File: src/rtl/hazard_ctrl.sv
// hazard_ctrl: central hazard controller for the five-stage pipeline.
// Resolves data hazards between the ID instruction and the producers in
// E/M/W, selects operand forwarding sources, tracks multiply/divide
// occupancy of the HI/LO unit and keeps a saturating stall statistic.
module hazard_ctrl #(
    parameter int MULT_CYCLES = 5,
    parameter int DIV_CYCLES  = 10,
    parameter int CNT_W       = 32
) (
    input  logic             clk,
    input  logic             reset,
    input  logic [4:0]       id_rs_addr,
    input  logic [4:0]       id_rt_addr,
    input  logic [3:0]       id_rs_use,
    input  logic [3:0]       id_rt_use,
    input  logic [1:0]       id_md_op,
    input  logic [4:0]       ex_dst_addr,
    input  logic [4:0]       mem_dst_addr,
    input  logic [4:0]       wb_dst_addr,
    input  logic [3:0]       ex_dst_save,
    input  logic [3:0]       mem_dst_save,
    input  logic [3:0]       wb_dst_save,
    input  logic [1:0]       ex_md_start,
    output logic             if_enable,
    output logic             id_flush,
    output logic [1:0]       fwd_rs_sel,
    output logic [1:0]       fwd_rt_sel,
    output logic             md_busy,
    output logic [CNT_W-1:0] stall_count
);

    localparam int MD_MAX = (MULT_CYCLES > DIV_CYCLES) ? MULT_CYCLES : DIV_CYCLES;
    localparam int MD_W   = $clog2(MD_MAX + 1);

    localparam logic [MD_W-1:0]  MULT_LOAD = MD_W'(MULT_CYCLES);
    localparam logic [MD_W-1:0]  DIV_LOAD  = MD_W'(DIV_CYCLES);
    localparam logic [MD_W-1:0]  MD_ZERO   = {MD_W{1'b0}};
    localparam logic [MD_W-1:0]  MD_ONE    = MD_W'(1);
    localparam logic [CNT_W-1:0] CNT_MAX   = {CNT_W{1'b1}};
    localparam logic [CNT_W-1:0] CNT_ONE   = CNT_W'(1);

    // Resolve one source operand against E/M/W.
    // Returns {stall, fwd_sel}. The nearest matching producer wins
    // (E before M before W); $0 and unused operands (use == 4) never match.
    function automatic logic [2:0] resolve_src(
        input logic [4:0] src_addr,
        input logic [3:0] src_use,
        input logic [4:0] e_addr,
        input logic [3:0] e_save,
        input logic [4:0] m_addr,
        input logic [3:0] m_save,
        input logic [4:0] w_addr,
        input logic [3:0] w_save
    );
        logic       active;
        logic [1:0] stage;
        logic [3:0] save;
        logic       stall;
        logic [1:0] sel;
        active = (src_addr != 5'd0) && (src_use != 4'd4);
        if (active && (src_addr == e_addr)) begin
            stage = 2'b01;
            save  = e_save;
        end else if (active && (src_addr == m_addr)) begin
            stage = 2'b10;
            save  = m_save;
        end else if (active && (src_addr == w_addr)) begin
            stage = 2'b11;
            save  = w_save;
        end else begin
            stage = 2'b00;
            save  = 4'd0;
        end
        stall = (stage != 2'b00) && (save > src_use);
        if ((stage != 2'b00) && (save == 4'd0)) begin
            sel = stage;
        end else begin
            sel = 2'b00;
        end
        return {stall, sel};
    endfunction

    logic [2:0]       rs_res_s;
    logic [2:0]       rt_res_s;
    logic             data_stall_s;
    logic             md_start_s;
    logic             md_stall_s;
    logic             stall_s;
    logic [MD_W-1:0]  md_cnt_r;
    logic [CNT_W-1:0] stall_cnt_r;

    // Data hazard resolution for both source operands and the combined stall.
    always_comb begin
        rs_res_s = resolve_src(id_rs_addr, id_rs_use,
                               ex_dst_addr, ex_dst_save,
                               mem_dst_addr, mem_dst_save,
                               wb_dst_addr, wb_dst_save);
        rt_res_s = resolve_src(id_rt_addr, id_rt_use,
                               ex_dst_addr, ex_dst_save,
                               mem_dst_addr, mem_dst_save,
                               wb_dst_addr, wb_dst_save);
        data_stall_s = rs_res_s[2] | rt_res_s[2];
        md_start_s   = (ex_md_start == 2'b01) || (ex_md_start == 2'b10);
        md_stall_s   = (id_md_op != 2'b00) && ((md_cnt_r != MD_ZERO) || md_start_s);
        stall_s      = data_stall_s | md_stall_s;
    end

    // Drive the pipeline control outputs from the resolved hazard state.
    always_comb begin
        if_enable  = ~stall_s;
        id_flush   = stall_s;
        fwd_rs_sel = rs_res_s[1:0];
        fwd_rt_sel = rt_res_s[1:0];
        md_busy    = (md_cnt_r != MD_ZERO);
    end

    // Multiply/divide occupancy counter: load on issue in E, else count down.
    always_ff @(posedge clk or negedge reset) begin
        if (!reset) begin
            md_cnt_r <= MD_ZERO;
        end else begin
            case (ex_md_start)
                2'b01:   md_cnt_r <= MULT_LOAD;
                2'b10:   md_cnt_r <= DIV_LOAD;
                default: begin
                    if (md_cnt_r != MD_ZERO) begin
                        md_cnt_r <= md_cnt_r - MD_ONE;
                    end else begin
                        md_cnt_r <= md_cnt_r;
                    end
                end
            endcase
        end
    end

    // Saturating count of cycles in which the front end was held.
    always_ff @(posedge clk or negedge reset) begin
        if (!reset) begin
            stall_cnt_r <= {CNT_W{1'b0}};
        end else if (stall_s && (stall_cnt_r != CNT_MAX)) begin
            stall_cnt_r <= stall_cnt_r + CNT_ONE;
        end else begin
            stall_cnt_r <= stall_cnt_r;
        end
    end

    assign stall_count = stall_cnt_r;

endmodule

File: config.mk
export PLATFORM = sky130hd
export DESIGN_NAME = hazard_ctrl
export DESIGN_NICKNAME = d
export VERILOG_FILES = /design/src/rtl/hazard_ctrl.sv
export SDC_FILE = /design/constraint.sdc
export NUM_CORES = 1
export LEC_CHECK = 0
export CORE_ASPECT_RATIO = 1.5
export CORE_MARGIN = 2
export CORE_UTILIZATION = 47
export DETAILED_ROUTE_END_ITERATION = 8
export PLACE_DENSITY_LB_ADDON = 0.15
export RECOVER_POWER = 25
export SYNTH_ARGS = -nofsm -noshare
export SYNTH_HDL_FRONTEND = slang
export SYNTH_SLANG_ARGS = --single-unit
File: constraint.sdc
create_clock -name clk -period 5.65 [get_ports clk]
set_input_delay 0.8475 -clock clk [delete_from_list [all_inputs] [get_ports clk]]
set_output_delay 0.8475 -clock clk [all_outputs]
set_load 0.02 [all_outputs]
==> metrics.txt, run 1 <==
cell count after synthesis=between 300 and 400; Hold Startpoint=stall_count[17]; Hold Crit Depth=1; number of global-route vias before repair=roughly 2700; Antenna Nets Post-Route=0; final cycle utilization of the critical path=95.2%; unrepaired setup endpoints after global routing=no; sort of element at the end of the critical path=output pin; hold-fix buffers at CTS=0; Worst Tran Pin Value=between 1.5 and 2 ns; global-route wire length before repair=~12000 microns; Avg Cell Area, Syn=9.04 sq um; Syn Std Cell Area=approximately 2800 sq um; cell type contributing the most total cell area after synthesis=dfrtp_1; Leakage=~1.6 nW; post-synth cell types=48; largest stage delay on the critical path=0.69 ns; clock tree from TritonCTS=yes; site row count=34; number of antenna violations at the first check in global routing=0; CORE AREA=between 5000 and 6000 sq um; share of Yosys cell area claimed by the top area cell type=32.0%; crit path cell chain=clkdlybuf4s50_1 > xor2_1 > nor4_2 > buf_4 > nand3_1 > nand2b_1 > o22ai_1 > mux2_2 > ha_1 > nor2b_1 > o21a_1 > o21a_1 > o21a_1 > a211oi_4 > clkdlybuf4s50_1; maximum buffer depth of the clock tree=2; total count of max-transition violations in the final report=37; worst reg-to-reg path cell count=8; Die H=~99 microns; weighted congestion at the end of routability-driven global placement=0.900; slowest stage cell, crit path=clkdlybuf4s50_1; I/O pins=90; fraction of layout instances using a drive strength above 1=between 7 and 8%; area growth from synthesis to final layout=38.1%; Slew HR=-28.8%; worst vdd rail ir drop=between 100 and 150 uV; f_max=approximately 190 MHz; number of diodes=0; clock latency on the worst-skew pair=0.30 ns; initial core utilization=48.6%; final hold vios=0; critical path data arrival time=between 4 and 5 ns; power density over the cells=278 nW/um^2; clock slew at the register clock pins of the worst setup and hold paths=roughly 0.080 ns; number of H-tree levels=2; sequential element share of the synthesized area=~32%; total wirelength of the detailed-routed design=between 7000 and 8000 microns; final setup fails=0; Req. time, crit path=~4.8 ns; number of cells upsized or downsized after cts=0; GRT Util Overall=23.6%; number of vias per cell after detailed routing=~5.5; status=finished, violations left; internal reg-to-reg setup slack=roughly 2.6 ns; number of fill cells=around 520; largest net degree at the start of global routing=37; Total Die Area=6630 sq um; worst hold-check path type=flop to flop; post-synthesis register bit count=36; root cell of the clock tree=clkbuf_8; post-route clock skew=approximately 0.0084 ns; critical path start-end classification=input pin to output pin; total half-perimeter wirelength after legalization and detailed placement=slightly below 6000 microns; launch instance of the worst register-to-register path=stall_count[0]; Post-Syn Nets=~380; Fin Setup TNS=0 ns; DRC violation count after routing=0; Post-CTS Repair Setup Buffers=0; Pre-antenna DRT Iters=4; reg-to-reg critical path endpoint=stall_count[18]; total CTS buffers=5; Yosys warning total=0; violations in the final reports=max-capacitance violations, max-slew violations; clock period minus worst slack=roughly 5.4 ns; CP most frequent cell=o21a_1; detail-routed net length per standard cell=approximately 15 microns; end point of the worst hold path=stall_count[17]; most area-consuming cells after synthesis=dfrtp_1, xor2_1, ha_1; remaining global-route overflow=0; number of nets in the final layout=470; maximum fanout along the worst path=5; PortBufs=89; number of sinks on the clock net=36; Worst setup SP type=input pin; total via count in the routed design=approximately 2600; number of max-capacitance violations reported=1; final setup slack of the worst path=~0.27 ns; Die X=about 67 microns; worst setup slack after placement=about 0.25 ns; first-iteration detailed-routing DRC count=167
[flip-flops by register name, summed over array words and instances (netlist names)]
name and flops:
md_cnt_r 4, stall_count 32
[stage by stage]
stage / cells / utilization, % / area [sq um] / power [W] / hold WS (ns)
2_1_floorplan: 311 / - / 2810 / 0.000670 / 0.481
3_3_place_gp: 471 / 65.6 / 3800 / 0.000888 / 0.472
3_5_place_dp: 471 / 65.6 / 3800 / 0.000899 / 0.476
4_1_cts: 479 / 67.1 / 3880 / 0.00109 / 0.489
5_1_grt: 479 / 67.1 / 3880 / 0.00115 / 0.503
6_report: 479 / 67.1 / 3880 / 0.00108 / 0.486
[cells by family (layout without fill, tap and decap cells)]
logic type      after synthesis  count (layout)  synth area share [%]
xor+xnor                     63              63                  19.6
buf+inv                      29             125                  4.36
mux                           8               8                  3.07
compound gates               32              32                  8.37
simple gates                130             130                  26.7
fa+ha+maj                    13              13                  5.79
flops                        36              36                  32.0
[area by class of cell]
cell class	count	area (sq um)	area share [%]
Clock buffer	5	68.8	1.77
Multi-Input combinational cell	246	1790	46.1
Tap cell	72	90.1	2.32
Inverter	22	82.6	2.13
Clock inverter	3	18.8	0.484
Sequential cell	36	901	23.2
Timing Repair Buffer	95	932	24.0
[per-layer routing]
layer	global-route usage (%)	wire length, microns
met1	24.3	2600
met2	43.7	3900
met5	0	0
met4	12.1	257
met3	3.77	322
[power breakdown]
group / switching (W) / total [W] / internal, W / leakage, nW
combinational: 0.000246 / 0.000485 / 0.000239 / 1.13
clock: 0.0000985 / 0.000184 / 0.0000859 / 0.0479
sequential: 0.0000835 / 0.000408 / 0.000325 / 0.405
[worst max-delay path: cells and delay by family]
family,cells,cell delay [ns]
adders and majority gates,1,0.29
AOI/OAI and AO/OA,5,0.90
buffers and inverters,3,1.37
muxes,1,0.27
and+or+nand+nor,4,0.64
xor gates and xnor gates,1,0.20
[worst max path at each step]
stage,start,end,slack (ns)
after global placement,id_rt_addr[2],if_enable,0.33
after CTS,id_rt_addr[2],if_enable,0.25
after detailed placement,id_rs_addr[0],id_flush,0.25
after floorplan,mem_dst_addr[2],if_enable,1.17
final,id_rt_addr[2],if_enable,0.27
after global routing,id_rs_addr[0],id_flush,0.03
[cell usage after synthesis, drive strengths merged]
cell type and number:
ha 13, nand4 18, clkbuf 2, nand3 18
o21a 4, mux2i 3, dfrtp 36, o31ai 3
nand2b 3, inv 22, mux2 5, nor3 22
and3 7, or2b 1, nand3b 1, nor2 20
a21oi 7, and2 5, o311ai 3, nor3b 1
xnor2 17, o221ai 1, xor2 46, and4 3
o22ai 1, nand2 16, nor4 5, o21ai 7
nor2b 5, buf 5, a211oi 3, nand4b 1
a311oi 1, a31oi 1, nor4b 4, o21bai 1
[cell usage in the layout (no fill, tap or decap), types with 13 or more instances in the layout]
master | synthesis | layout
dfrtp_1 | 36 | 36
nand2_1 | 16 | 16
nand3_1 | 17 | 17
inv_1 | 21 | 21
clkdlybuf4s50_1 | 0 | 88
xor2_1 | 46 | 46
nor2_1 | 20 | 20
ha_1 | 13 | 13
xnor2_1 | 17 | 17
nor3_1 | 20 | 20
nand4_1 | 18 | 18
Note: power is estimated with default switching activity, not from simulation.
==> run 2, diff against run 1 <==
--- a/config.mk
+++ b/config.mk
@@ -6,9 +6,10 @@
 export NUM_CORES = 1
 export LEC_CHECK = 0
 export CORE_ASPECT_RATIO = 1.5
-export CORE_MARGIN = 2
+export CORE_MARGIN = 3
 export CORE_UTILIZATION = 47
 export DETAILED_ROUTE_END_ITERATION = 8
+export HOLD_SLACK_MARGIN = 0.08
 export PLACE_DENSITY_LB_ADDON = 0.15
 export RECOVER_POWER = 25
 export SYNTH_ARGS = -nofsm -noshare
==> run 2 against run 1 <==
  * The flow still finishes with violations (max-capacitance violations, max-slew violations)
  * Global-route usage shrank 2.4 points
  * First-iteration DRC count shrank 13%
  * Clock skew grew 0.0027 ns
  * Sequential share of layout area shrank 0.089 points
  * Worst setup slack lost 0.11 ns
  * Worst hold slack lost 0.0013 ns
  * Critical path type unchanged
==> metrics.txt, run 2 (same netlist as run 1, synthesis figures left out) <==
Leakage=between 1.5 and 2 nW; number of H-tree levels=2; number of sinks on the clock net=36; clock slew at the register clock pins of the worst setup and hold paths=0.07 ns; largest net degree at the start of global routing=37; critical path start-end classification=input pin to output pin; Storage cell area=901 sq um; power density over the cells=286 nW/um^2; Pre-antenna DRT Iters=4; total wirelength of the detailed-routed design=between 7000 and 8000 microns; most frequent standard cell in the layout excluding fill and tap cells=clkdlybuf4s50_1; worst hold-check path type=flop to flop; number of max-capacitance violations reported=1; number of cells upsized or downsized after cts=0; maximum buffer depth of the clock tree=2; Fin Setup TNS=0 ns; hold-fix buffers at CTS=0; final setup fails=0; Die H=~100 microns; Req. time, crit path=about 4.8 ns; leading cell types in the layout, fill and taps excluded=clkdlybuf4s50_1, xor2_1, dfrtp_1, inv_1; number of flip-flops under the largest register name=32; clock latency on the worst-skew pair=around 0.3 ns; Total Die Area=6970 sq um; GRT Util Overall=21.2%; root cell of the clock tree=clkbuf_8; final cycle utilization of the critical path=between 90% and 100%; status=finished, violations left; I/O pins=90; number of vias per cell after detailed routing=between 5 and 6; weighted congestion at the end of routability-driven global placement=between 0.8 and 0.9; number of global-route vias before repair=approximately 2700; remaining global-route overflow=0; final hold vios=0; CORE AREA=5620 sq um; clock period minus worst slack=roughly 5.5 ns; initial core utilization=roughly 50%; unrepaired setup endpoints after global routing=no; sort of element at the end of the critical path=output pin; PortBufs=89; Worst setup SP type=input pin; maximum fanout along the worst path=5; total CTS buffers=5; number of antenna violations at the first check in global routing=0; fraction of layout instances using a drive strength above 1=6.67%; total via count in the routed design=2631; site row count=33; post-route clock skew=between 0.01 and 0.015 ns; f_max=182 MHz; multi-input logic area=about 1800 sq um; number of nets in the final layout=468; Worst Tran Pin Value=roughly 1.9 ns; first-iteration detailed-routing DRC count=approximately 150; area growth from synthesis to final layout=38.6%; DRC violation count after routing=0; number of fill cells=478; total count of max-transition violations in the final report=37; Slew HR=-28.2%; clock tree from TritonCTS=yes; detail-routed net length per standard cell=around 15 microns; Post-CTS Repair Setup Buffers=0; total half-perimeter wirelength after legalization and detailed placement=about 5700 microns; Die X=69.2 microns; global-route wire length before repair=12200 microns; Finished Core Util=69.4%; worst vdd rail ir drop=124 uV; critical path data arrival time=approximately 4.6 ns; Antenna Nets Post-Route=0; number of diodes=0; violations in the final reports=max-capacitance violations, max-slew violations
run 2: routing by layer:
metal / GRT usage (%) / routed length [microns] / part of all wire, %
met1: 22.3 / 2670 / 38
met2: 41.3 / 3900 / 55
met3: 3.19 / 343 / 4.8
met4: 8.57 / 169 / 2.4
met5: 0 / 0 / 0
run 2: per-stage QoR:
step	hold slack, ns	cell area, sq um	power [W]	worst slack (ns)	std cells
2_1_floorplan	0.481	2810	0.000670	1.17	311
3_3_place_gp	0.468	3780	0.000883	0.194	467
3_5_place_dp	0.478	3780	0.000894	0.0903	467
5_1_grt	0.525	3900	0.00119	0.0253	475
6_report	0.484	3900	0.00111	0.167	475
4_1_cts	0.491	3890	0.00112	0.0912	475
run 2: layout make-up:
| cell class | count | share of cell area [%] |
|---|---|---|
| Clock inverter | 3 | 1.09 |
| Sequential cell | 36 | 23.1 |
| Tap cell | 70 | 2.25 |
| Timing Repair Buffer | 93 | 23.5 |
| Multi-Input combinational cell | 246 | 46.1 |
| Clock buffer | 5 | 1.77 |
| Inverter | 22 | 2.12 |
run 2: where the power goes:
group          internal, W  switching, W  total [W]
Clock             0.000130     0.0000962   0.000227
Combinational     0.000239      0.000247   0.000485
Sequential        0.000325     0.0000770   0.000402
Total             0.000694      0.000420    0.00111
run 2: worst paths after layout:
path | endpoint | slack [ns] | from | cells past startpoint
max | if_enable | 0.17 | id_rt_addr[2] | 14
min | stall_count[9] | 0.48 | stall_count[9] | 1
max reg2reg | stall_count[18] | 2.73 | stall_count[0] | 8
min reg2reg | stall_count[9] | 0.48 | stall_count[9] | 1
max in group asynchronous | stall_count[10] | 2.92 | reset | 2
min in group asynchronous | stall_count[7] | 1.62 | reset | 2
run 2: worst max-delay path, cell delays in order:
cell and delay (ns):
clkdlybuf4s50_1 0.50, xor2_1 0.21, nor4_4 0.42, nand3_1 0.17, nand2b_1 0.15, o22ai_1 0.10
mux2_2 0.28, ha_1 0.29, nor2b_1 0.13, o21a_1 0.17, o21a_1 0.17, o21a_1 0.20
a211oi_4 0.33, clkdlybuf4s50_1 0.68
==> run 3, diff against run 2 <==
--- a/config.mk
+++ b/config.mk
@@ -5,7 +5,6 @@
 export SDC_FILE = /design/constraint.sdc
 export NUM_CORES = 1
 export LEC_CHECK = 0
-export CORE_ASPECT_RATIO = 1.5
 export CORE_MARGIN = 3
 export CORE_UTILIZATION = 47
 export DETAILED_ROUTE_END_ITERATION = 8
==> run 3 against run 2 <==
  * The flow still finishes with violations (max-capacitance violations, max-slew violations)
  * Count of clock-buffer cells in the layout unchanged
  * Combinational power hardly changed
  * Worst setup slack improved by 0.093 ns
  * Critical path type unchanged
==> metrics.txt, run 3 (same netlist as run 1, synthesis figures left out) <==
CORE AREA=5640 sq um; final hold vios=0; crit path cell chain=clkdlybuf4s50_1 > xor2_1 > nor4_2 > nand3_1 > nand2b_1 > o22ai_1 > mux2_2 > ha_1 > nor2b_1 > o21a_1 > o21a_1 > o21a_1 > a211oi_4 > inv_2 > clkdlybuf4s50_1; final setup fails=0; number of H-tree levels=2; maximum fanout along the worst path=7; violations in the final reports=max-capacitance violations, max-slew violations; detail-routed net length per standard cell=about 15 microns; Antenna Nets Post-Route=0; sort of element at the end of the critical path=output pin; fraction of layout instances using a drive strength above 1=~7.8%; Die H=around 83 microns; site row count=27; instance area at placement=3800 sq um; number of diodes=0; initial core utilization=around 50%; post-route clock skew=approximately 0.010 ns; number of antenna violations at the first check in global routing=0; power density over the cells=285 nW/um^2; number of nets in the final layout=between 400 and 500; weighted congestion at the end of routability-driven global placement=0.880; clock period minus worst slack=~5.4 ns; clock tree from TritonCTS=yes; crit path from=id_rt_addr[2]; end point of the worst hold path=stall_count[15]; worst setup slack after placement=0.252 ns; number of max-capacitance violations reported=1; clock slew at the register clock pins of the worst setup and hold paths=roughly 0.070 ns; most frequent standard cell in the layout excluding fill and tap cells=clkdlybuf4s50_1; leading cell types in the layout, fill and taps excluded=clkdlybuf4s50_1, xor2_1, dfrtp_1, inv_1; Hold Crit Depth=1; unrepaired setup endpoints after global routing=no; Worst Tran Pin Value=between 1.5 and 2 ns; I/O pins=90; Hold Startpoint=stall_count[15]; post-route cell area=3930 sq um; worst reg-to-reg path cell count=8; PortBufs=slightly below 90; total half-perimeter wirelength after legalization and detailed placement=between 5000 and 6000 microns; GRT Util Overall=between 20 and 25%; maximum buffer depth of the clock tree=2; CP most frequent cell=o21a_1; remaining global-route overflow=0; clock latency on the worst-skew pair=0.30 ns; root cell of the clock tree=clkbuf_8; Leakage=roughly 1.6 nW; Req. time, crit path=between 4 and 5 ns; number of vias per cell after detailed routing=5.50; f_max=~190 MHz; critical path start-end classification=input pin to output pin; reg-to-reg critical path endpoint=stall_count[16]; status=finished, violations left; internal reg-to-reg setup slack=2.73 ns; global-route wire length before repair=~12000 microns; area growth from synthesis to final layout=39.8%; total via count in the routed design=2651; launch instance of the worst register-to-register path=stall_count[0]; slowest stage cell, crit path=clkdlybuf4s50_1; total wirelength of the detailed-routed design=roughly 7200 microns; largest stage delay on the critical path=0.56 ns; Slew HR=-28.5%; first-iteration detailed-routing DRC count=between 60 and 70; critical path data arrival time=roughly 4.5 ns; Worst setup SP type=input pin; total count of max-transition violations in the final report=37; Pre-antenna DRT Iters=5; number of fill cells=approximately 440; Die X=approximately 83 microns; number of flip-flops under the largest register name=32; total CTS buffers=5; final setup slack of the worst path=between 0.2 and 0.3 ns; worst hold-check path type=flop to flop; DRC violation count after routing=0; Total Die Area=approximately 6900 sq um; number of global-route vias before repair=2763; final cycle utilization of the critical path=approximately 95%; worst vdd rail ir drop=roughly 230 uV; Fin Setup TNS=0 ns; number of sinks on the clock net=36; largest net degree at the start of global routing=37
-- run 3: cell count changes in the layout (fill, tap and decap cells not counted), sizes merged --
cell / before / now
buf: 3 / 8
clkdlybuf4s50: 88 / 87
dlymetal6s2s: 0 / 1
-- run 3: area by class of cell --
cell class | count | area [sq um] | area share [%]
multi-input cells | 246 | 1790 | 45.5
clock inverters | 3 | 42.5 | 1.08
well taps | 72 | 90.1 | 2.29
inverters | 22 | 82.6 | 2.10
flip-flops and latches | 36 | 901 | 22.9
clock buffers | 5 | 68.8 | 1.75
repair buffers | 98 | 957 | 24.4
-- run 3: report_power, final --
| part | switching [W] | internal [W] | leakage (nW) | total [W] |
|---|---|---|---|---|
| logic | 0.000248 | 0.000239 | 1.15 | 0.000487 |
| registers | 0.0000833 | 0.000325 | 0.405 | 0.000408 |
| clock network | 0.0000949 | 0.000131 | 0.0541 | 0.000225 |
| total | 0.000426 | 0.000695 | 1.61 | 0.00112 |
-- run 3: worst max-delay path, delay by kind of cell --
kind	cells	cell delay (ns)
AOI/OAI and AO/OA	5	0.98
xor gates and xnor gates	1	0.19
adders and majority gates	1	0.29
buffers and inverters	3	1.18
muxes	1	0.26
and+or+nand+nor	4	0.80
-- run 3: stage by stage --
| step | std cells | hold WS, ns | utilization [%] | power (W) |
|---|---|---|---|---|
| floorplan | 311 | 0.481 | - | 0.000670 |
| global placement | 471 | 0.473 | 67.3 | 0.000885 |
| detailed placement | 471 | 0.474 | 67.3 | 0.000901 |
| CTS | 479 | 0.488 | 69.3 | 0.00113 |
| global route | 482 | 0.509 | 69.7 | 0.00120 |
| finish | 482 | 0.482 | 69.7 | 0.00112 |
-- run 3: routing by layer --
metal	vias up	GRT usage, %	wire, microns
li1	1299	-	-
met1	1223	25.4	3020
met2	107	37.7	3540
met3	22	4.17	413
met4	0	8.92	196
met5	-	0	0
-- run 3: worst max-delay path by stage --
stage / endpoint / slack (ns) / cells past startpoint
after floorplan: if_enable / 1.17 / 13
after global placement: if_enable / 0.30 / 14
after detailed placement: if_enable / 0.25 / 14
after CTS: if_enable / 0.23 / 14
after global routing: id_flush / 0.02 / 15
final: id_flush / 0.26 / 15
-- run 3: what timing repair did --
action / 4_1_cts / 5_1_grt
setup buffers: 0 / 3
hold buffers: 0 / 0
resized for setup: 0 / 1
endpoints found under the hold margin: 0 / 0
setup endpoints to repair: 0 / 2
